File: src/rtl/md_ex_sequencer_if.sv
// rtl/md_ex_sequencer_if.sv - EX-stage bus between pipeline and multiply/divide sequencer
interface md_ex_sequencer_if #(
   parameter int XLEN = 32
);
   logic [1:0]      ALUOp;
   logic [6:0]      Funct7;
   logic [2:0]      Funct3;
   logic            ex_valid;
   logic            flush;
   logic [XLEN-1:0] SrcA;
   logic [XLEN-1:0] SrcB;
   logic            md_sel;
   logic            md_stall;
   logic            md_done;
   logic [XLEN-1:0] md_result;

   modport master (
      output ALUOp, Funct7, Funct3, ex_valid, flush, SrcA, SrcB,
      input  md_sel, md_stall, md_done, md_result
   );

   modport slave (
      input  ALUOp, Funct7, Funct3, ex_valid, flush, SrcA, SrcB,
      output md_sel, md_stall, md_done, md_result
   );
endinterface

File: src/rtl/md_ex_sequencer.sv
// rtl/md_ex_sequencer.sv - iterative M-extension multiply/divide sequencer for EX (option macro: MD_FAST_MUL_EN)
module md_ex_sequencer #(
   parameter int XLEN = 32
) (
   input  logic             clk,
   input  logic             reset,
   md_ex_sequencer_if.slave md
);
   localparam int               CNT_W    = $clog2(XLEN) + 1;
   localparam logic [CNT_W-1:0] LAST     = CNT_W'(XLEN - 1);
   localparam logic [XLEN-1:0]  MOST_NEG = {1'b1, {(XLEN-1){1'b0}}};

   typedef enum logic [1:0] {S_IDLE, S_MUL, S_DIV, S_DONE} state_t;

   state_t            state;
   logic [CNT_W-1:0]  cnt;
   logic [XLEN-1:0]   op_a;
   logic [XLEN-1:0]   op_b;
   logic [2*XLEN-1:0] acc;
   logic [2:0]        f3_q;
   logic              neg_q;
   logic              neg_r;
   logic              md_done_q;
   logic [XLEN-1:0]   md_result_q;

   logic              accept;
   logic              signed_a;
   logic              signed_b;
   logic              sgn_a;
   logic              sgn_b;
   logic              div_zero;
   logic              div_ovf;
   logic [XLEN-1:0]   abs_a;
   logic [XLEN-1:0]   abs_b;

   logic [XLEN:0]     mul_sum;
   logic [XLEN:0]     rem_sh;
   logic [XLEN:0]     rem_diff;
   logic [2*XLEN-1:0] acc_mul;
   logic [2*XLEN-1:0] acc_div;
   logic [2*XLEN-1:0] mul_full;
   logic [XLEN-1:0]   quo;
   logic [XLEN-1:0]   rem;
   logic [XLEN-1:0]   mul_res;
   logic [XLEN-1:0]   div_res;

   assign md.md_sel    = (md.ALUOp == 2'b10) && (md.Funct7 == 7'b0000001);
   assign accept       = (state == S_IDLE) && md.ex_valid && md.md_sel && !md.flush;
   assign md.md_stall  = accept || (state == S_MUL) || (state == S_DIV);
   assign md.md_done   = md_done_q;
   assign md.md_result = md_result_q;

   // Operand decode: which operands are signed, their magnitudes, and the divide special cases.
   always_comb begin
      signed_a = (md.Funct3 != 3'b011) && (md.Funct3 != 3'b101) && (md.Funct3 != 3'b111);
      signed_b = signed_a && (md.Funct3 != 3'b010);
      sgn_a    = signed_a && md.SrcA[XLEN-1];
      sgn_b    = signed_b && md.SrcB[XLEN-1];
      abs_a    = sgn_a ? -md.SrcA : md.SrcA;
      abs_b    = sgn_b ? -md.SrcB : md.SrcB;
      div_zero = md.Funct3[2] && (md.SrcB == '0);
      div_ovf  = md.Funct3[2] && !md.Funct3[0] && (md.SrcA == MOST_NEG) && (md.SrcB == '1);
   end

   // One iteration of shift-add multiply and restoring divide, plus the sign-fixed final results.
   always_comb begin
      mul_sum  = {1'b0, acc[2*XLEN-1:XLEN]} + (acc[0] ? {1'b0, op_a} : {(XLEN+1){1'b0}});
      acc_mul  = {mul_sum, acc[XLEN-1:1]};
      rem_sh   = acc[2*XLEN-1:XLEN-1];
      rem_diff = rem_sh - {1'b0, op_b};
      if (!rem_diff[XLEN]) begin
         acc_div = {rem_diff[XLEN-1:0], acc[XLEN-2:0], 1'b1};
      end else begin
         acc_div = {rem_sh[XLEN-1:0], acc[XLEN-2:0], 1'b0};
      end
      mul_full = neg_q ? -acc_mul : acc_mul;
      mul_res  = (f3_q == 3'b000) ? mul_full[XLEN-1:0] : mul_full[2*XLEN-1:XLEN];
      quo      = acc_div[XLEN-1:0];
      rem      = acc_div[2*XLEN-1:XLEN];
      div_res  = f3_q[1] ? (neg_r ? -rem : rem) : (neg_q ? -quo : quo);
   end

`ifdef MD_FAST_MUL_EN
   logic [2*XLEN-1:0] fast_prod;
   logic [2*XLEN-1:0] fast_full;

   // Single-cycle magnitude product, sign applied afterwards like the iterative path.
   always_comb begin
      fast_prod = {{XLEN{1'b0}}, abs_a} * {{XLEN{1'b0}}, abs_b};
      fast_full = (sgn_a ^ sgn_b) ? -fast_prod : fast_prod;
   end
`endif

   // Sequencer FSM: accept, iterate XLEN steps (or shortcut to DONE), pulse done, honour flush.
   always_ff @(posedge clk or negedge reset) begin
      if (!reset) begin
         state       <= S_IDLE;
         cnt         <= '0;
         op_a        <= '0;
         op_b        <= '0;
         acc         <= '0;
         f3_q        <= '0;
         neg_q       <= 1'b0;
         neg_r       <= 1'b0;
         md_done_q   <= 1'b0;
         md_result_q <= '0;
      end else begin
         md_done_q <= 1'b0;
         if (md.flush) begin
            state <= S_IDLE;
         end else begin
            case (state)
               S_IDLE: begin
                  if (accept) begin
                     f3_q  <= md.Funct3;
                     op_a  <= abs_a;
                     op_b  <= abs_b;
                     neg_q <= sgn_a ^ sgn_b;
                     neg_r <= sgn_a;
                     cnt   <= '0;
                     if (div_zero) begin
                        state       <= S_DONE;
                        md_done_q   <= 1'b1;
                        md_result_q <= md.Funct3[1] ? md.SrcA : '1;
                     end else if (div_ovf) begin
                        state       <= S_DONE;
                        md_done_q   <= 1'b1;
                        md_result_q <= md.Funct3[1] ? '0 : md.SrcA;
`ifdef MD_FAST_MUL_EN
                     end else if (!md.Funct3[2]) begin
                        state       <= S_DONE;
                        md_done_q   <= 1'b1;
                        md_result_q <= (md.Funct3 == 3'b000) ? fast_full[XLEN-1:0]
                                                             : fast_full[2*XLEN-1:XLEN];
`endif
                     end else if (md.Funct3[2]) begin
                        state <= S_DIV;
                        acc   <= {{XLEN{1'b0}}, abs_a};
                     end else begin
                        state <= S_MUL;
                        acc   <= {{XLEN{1'b0}}, abs_b};
                     end
                  end
               end
               S_MUL: begin
                  acc <= acc_mul;
                  cnt <= cnt + 1'b1;
                  if (cnt == LAST) begin
                     state       <= S_DONE;
                     md_done_q   <= 1'b1;
                     md_result_q <= mul_res;
                  end
               end
               S_DIV: begin
                  acc <= acc_div;
                  cnt <= cnt + 1'b1;
                  if (cnt == LAST) begin
                     state       <= S_DONE;
                     md_done_q   <= 1'b1;
                     md_result_q <= div_res;
                  end
               end
               default: begin
                  state <= S_IDLE;
               end
            endcase
         end
      end
   end
endmodule

File: src/flat_wrapper.sv
// flat-port wrapper written by rule: the top's interface ports become plain ports
module md_ex_sequencer_flat 
#(
   parameter int XLEN = 32
)
  (clk, reset, md_ALUOp, md_Funct7, md_Funct3, md_ex_valid, md_flush, md_SrcA, md_SrcB, md_md_sel, md_md_stall, md_md_done, md_md_result);
  md_ex_sequencer_if #(.XLEN(XLEN)) md_i ();
  input  logic clk;
  input  logic reset;
  input wire logic [$bits(md_i.ALUOp)-1:0] md_ALUOp;
  input wire logic [$bits(md_i.Funct7)-1:0] md_Funct7;
  input wire logic [$bits(md_i.Funct3)-1:0] md_Funct3;
  input wire logic [$bits(md_i.ex_valid)-1:0] md_ex_valid;
  input wire logic [$bits(md_i.flush)-1:0] md_flush;
  input wire logic [$bits(md_i.SrcA)-1:0] md_SrcA;
  input wire logic [$bits(md_i.SrcB)-1:0] md_SrcB;
  output wire logic [$bits(md_i.md_sel)-1:0] md_md_sel;
  output wire logic [$bits(md_i.md_stall)-1:0] md_md_stall;
  output wire logic [$bits(md_i.md_done)-1:0] md_md_done;
  output wire logic [$bits(md_i.md_result)-1:0] md_md_result;
  assign md_i.ALUOp = md_ALUOp;
  assign md_i.Funct7 = md_Funct7;
  assign md_i.Funct3 = md_Funct3;
  assign md_i.ex_valid = md_ex_valid;
  assign md_i.flush = md_flush;
  assign md_i.SrcA = md_SrcA;
  assign md_i.SrcB = md_SrcB;
  assign md_md_sel = md_i.md_sel;
  assign md_md_stall = md_i.md_stall;
  assign md_md_done = md_i.md_done;
  assign md_md_result = md_i.md_result;
  md_ex_sequencer #(.XLEN(XLEN)) u_core (.clk(clk), .reset(reset), .md(md_i));
endmodule
File: config.mk
export PLATFORM = sky130hd
export DESIGN_NAME = md_ex_sequencer_flat
export DESIGN_NICKNAME = d
export VERILOG_FILES = /design/src/rtl/md_ex_sequencer_if.sv /design/src/rtl/md_ex_sequencer.sv /design/src/flat_wrapper.sv
export SDC_FILE = /design/constraint.sdc
export NUM_CORES = 1
export LEC_CHECK = 0
export CAP_MARGIN = 20
export CORE_ASPECT_RATIO = 0.7
export CORE_UTILIZATION = 45
export CTS_CLUSTER_SIZE = 16
export DETAILED_ROUTE_END_ITERATION = 16
export PLACE_DENSITY = 0.66
export SLEW_MARGIN = 25
export SYNTH_ARGS = -nofsm -noshare
export SYNTH_HDL_FRONTEND = slang
export SYNTH_SLANG_ARGS = --single-unit
File: constraint.sdc
create_clock -name clk -period 5.13 [get_ports clk]
set_input_delay 0.513 -clock clk [delete_from_list [all_inputs] [get_ports clk]]
set_output_delay 0.513 -clock clk [all_outputs]
set_load 0.005 [all_outputs]
==> impl_results.md <==
* Routed vias at 21.14k
* I/O Pins at 115
* Synth Warn # at 0
* Area of the multi-input gates at 13080 um^2
* Cell area after synthesis at 18320 um^2
* Number of synthesized flops with an enable pin at 0
* Tcrit/Tclk final at 96.25%
* Drt via density at 6.803
* Die ar. at 41530 um^2
* Gr usage total at 43.30%
* TritonRoute pass-1 iters at 7
* Clock skew after layout at 0.01693 ns
* Placer Congestion at 1.060
* Mean Syn Cell Area at 7.371 um^2
* Die height at 170.8 um
* Hold/Removal Path Class: input port to async pin
* CTS Root Cell: clkbuf_16
* Vias in the first global route at 18.60k
* H-Tree Depth at 4
* Status: complete, no violations
* Slowest CP cell: a2111oi_1
* Max Cap Viol at 0
* Reg-to-reg startpoint: u_core.acc[0]$_DFFE_PN0P_
* Top cell type's share of synthesized area at 23.77%
* Peak supply drop at 0.2597 mV
* Max Fclk at 202.5 MHz
* Cell Count, Final, Fillers Out at 3108
* Hold Fails Final Rpt at 0
* Max FO, Critical Path at 40
* Routed Antenna Nets at 0
* Port buffer count at 114
* Proportion of layout cells with a drive suffix above 1 at 8.946%
* Initial antenna violation count at 11
* Remaining DRCs at 0
* Post-Synthesis Cells at 2485
* Crit path DAT at 5.35 ns
* Row count at 61
* Startpoint Class: input port
* Min Hold Slack at 0.1216 ns
* Top_reg_cell synth: dfrtp_1
* Area leader, netlist: dfrtp_1
* Die Width at 243.1 um
* Power Density at 212.5 nW/um^2
* Most used cell, CP: a21oi_1
* Count of cell types in the netlist at 96
* Critical Path End Type: flop
* Final HPWL DP at 71980 um
* Setup TNS at 0 ns
* Most common cell in the netlist: nand2_1
* CP Class: input port to flop
* Clock Path Buffers at 2
* Final setup violation count at 0
* Placed cells at 3072
* Leakage at 8.731 nW
* Core Util, Final at 52.93%
* Total wire length at 90870 um
* CTS clk-pin slew, worst paths at 0.08 ns
* Ranking of synthesized cells by area: dfrtp_1, o21ai_0, nand2_1
* Worst reg-to-reg path cell count at 15
* Syn-to-layout area delta at 15.36%
* Total power at 4.491 mW
* Most frequent cells after synthesis: nand2_1, o21ai_0, nor2_1
* Worst skew pair latency at 0.49 ns
* Worst reg2reg setup slack at 0.20 ns
* WL per Instance at 29.24 um
* Slew HR at 28.91%
* Largest net degree at the start of global routing at 127
* Core area at 39920 um^2
* FILL cells at 3925
* Syn Nets at 2641
* RSZ-0062 raised after global routing: false
* Max stage delay on crit path at 0.91 ns
* CTS tree: done
* Hold_buf cts at 0
* Total clock sinks at 174
* Iteration-0 DRC Markers at 3310
* CTS buffer count at 17
* Worst slew pin tran at 1.066 ns
* Min Tclk post-route at 4.938 ns
* Register area at 4355 um^2
* Async set or reset register ratio after synthesis at 100.0%
* Final Slew Violations at 0
* Overflow after GRT at 0
* R2R Path End: u_core.md.md_result[28]$_DFFE_PN0P_
* Starting Density at 45.89%
* Cell Chain, Critical Path: clkdlybuf4s50_1 -> or4_1 -> nor4_1 -> nand2_1 -> or3_1 -> nor3b_2 -> a21oi_1 -> a221o_2 -> buf_4 -> a2111oi_1 -> a21oi_1 -> o21ai_0
* Critical Path RT at 5.54 ns
* First-pass GRT wire length at 130700 um
* Yosys reg bits at 174
* Nets@finish at 2714
* Seq/Total Area, Yosys at 23.77%
-- per-layer routing --
layer	vias to the layer above	wire, um	global-route usage, %
met1	10140	38470	61.78
met2	1558	34660	57.53
met5	-	70	0
met3	227	14310	18.12
met4	10	3358	14.19
li1	9206	-	-
-- logic make-up after synthesis --
family                     share of synthesized area, %
buffers and inverters                             5.403
AOI/OAI and AO/OA                                 28.64
xor gates and xnor gates                          9.563
adders and majority gates                         6.531
muxes                                             2.821
DFF                                               23.77
and+or+nand+nor                                   23.27
-- sequential cells by signal, indices dropped and copies added (netlist names) --
| register | count |
|---|---|
| u_core.neg_r | 1 |
| u_core.state | 2 |
| u_core.acc | 64 |
| u_core.op_b | 32 |
| u_core.f3_q | 3 |
| u_core.md.md_result | 32 |
| u_core.neg_q | 1 |
| u_core.md.md_done | 1 |
| u_core.op_a | 32 |
| u_core.cnt | 6 |
-- worst max-delay path by stage --
stage,slack [ns],to,from
floorplan,0.08,u_core.md.md_result[28]$_DFFE_PN0P_,u_core.acc[31]$_DFFE_PN0P_
global placement,-0.19,u_core.md.md_result[15]$_DFFE_PN0P_,md_SrcB[6]
detailed placement,-0.26,u_core.md.md_result[15]$_DFFE_PN0P_,md_SrcB[8]
CTS,0.11,u_core.md.md_result[28]$_DFFE_PN0P_,u_core.acc[0]$_DFFE_PN0P_
global route,0.02,u_core.md.md_result[28]$_DFFE_PN0P_,u_core.acc[0]$_DFFE_PN0P_
finish,0.19,u_core.md.md_result[15]$_DFFE_PN0P_,md_SrcB[8]
-- power breakdown --
group	total, mW	internal [mW]	switching [mW]
Combinational	1.40	0.477	0.922
Clock	1.46	0.751	0.710
Sequential	1.63	1.44	0.187
Total	4.49	2.67	1.82
-- area by class of cell --
class | instances | area share, %
clock inverters | 13 | 0.8113
inverters | 70 | 1.244
diodes | 2 | 0.02369
well taps | 535 | 3.168
multi-input cells | 2051 | 61.89
flip-flops and latches | 174 | 20.61
clock buffers | 19 | 2.096
repair buffers | 244 | 10.15
-- repair_timing --
action                     CTS  global route
hold endpoints to repair     0             0
buffers inserted             0             2
resized for setup            0            15
setup endpoints to repair    0            12
-- critical path, delay by kind of cell --
family / cells / cell delay [ns]
AO/OA/AOI/OAI: 5 / 2.07
AND/OR/NAND/NOR: 5 / 1.95
buffers and inverters: 2 / 0.79
-- metrics by stage --
step	worst slack, ns	instance area (um^2)
after floorplan	0.07786	18320
after global placement	-0.1947	20430
after detailed placement	-0.2582	20430
after CTS	0.1051	21050
after global routing	0.01587	21120
final	0.1925	21130
-- cell usage in the layout, fill, tap and decap left out, types with 36 or more instances in the layout --
master           count
a21oi_1            153
a221oi_1            38
and2_1              51
buf_4              127
clkdlybuf4s50_1    112
dfrtp_1            173
ha_1                68
inv_1               66
mux2i_1             46
nand2_1            353
nand3_1             39
nand4_1             36
nor2_1             184
nor3_1              61
o21ai_0            266
o31ai_1             59
or3_1               37
xnor2_1            108
xor2_1              92
(Power assumes the default switching activity.)
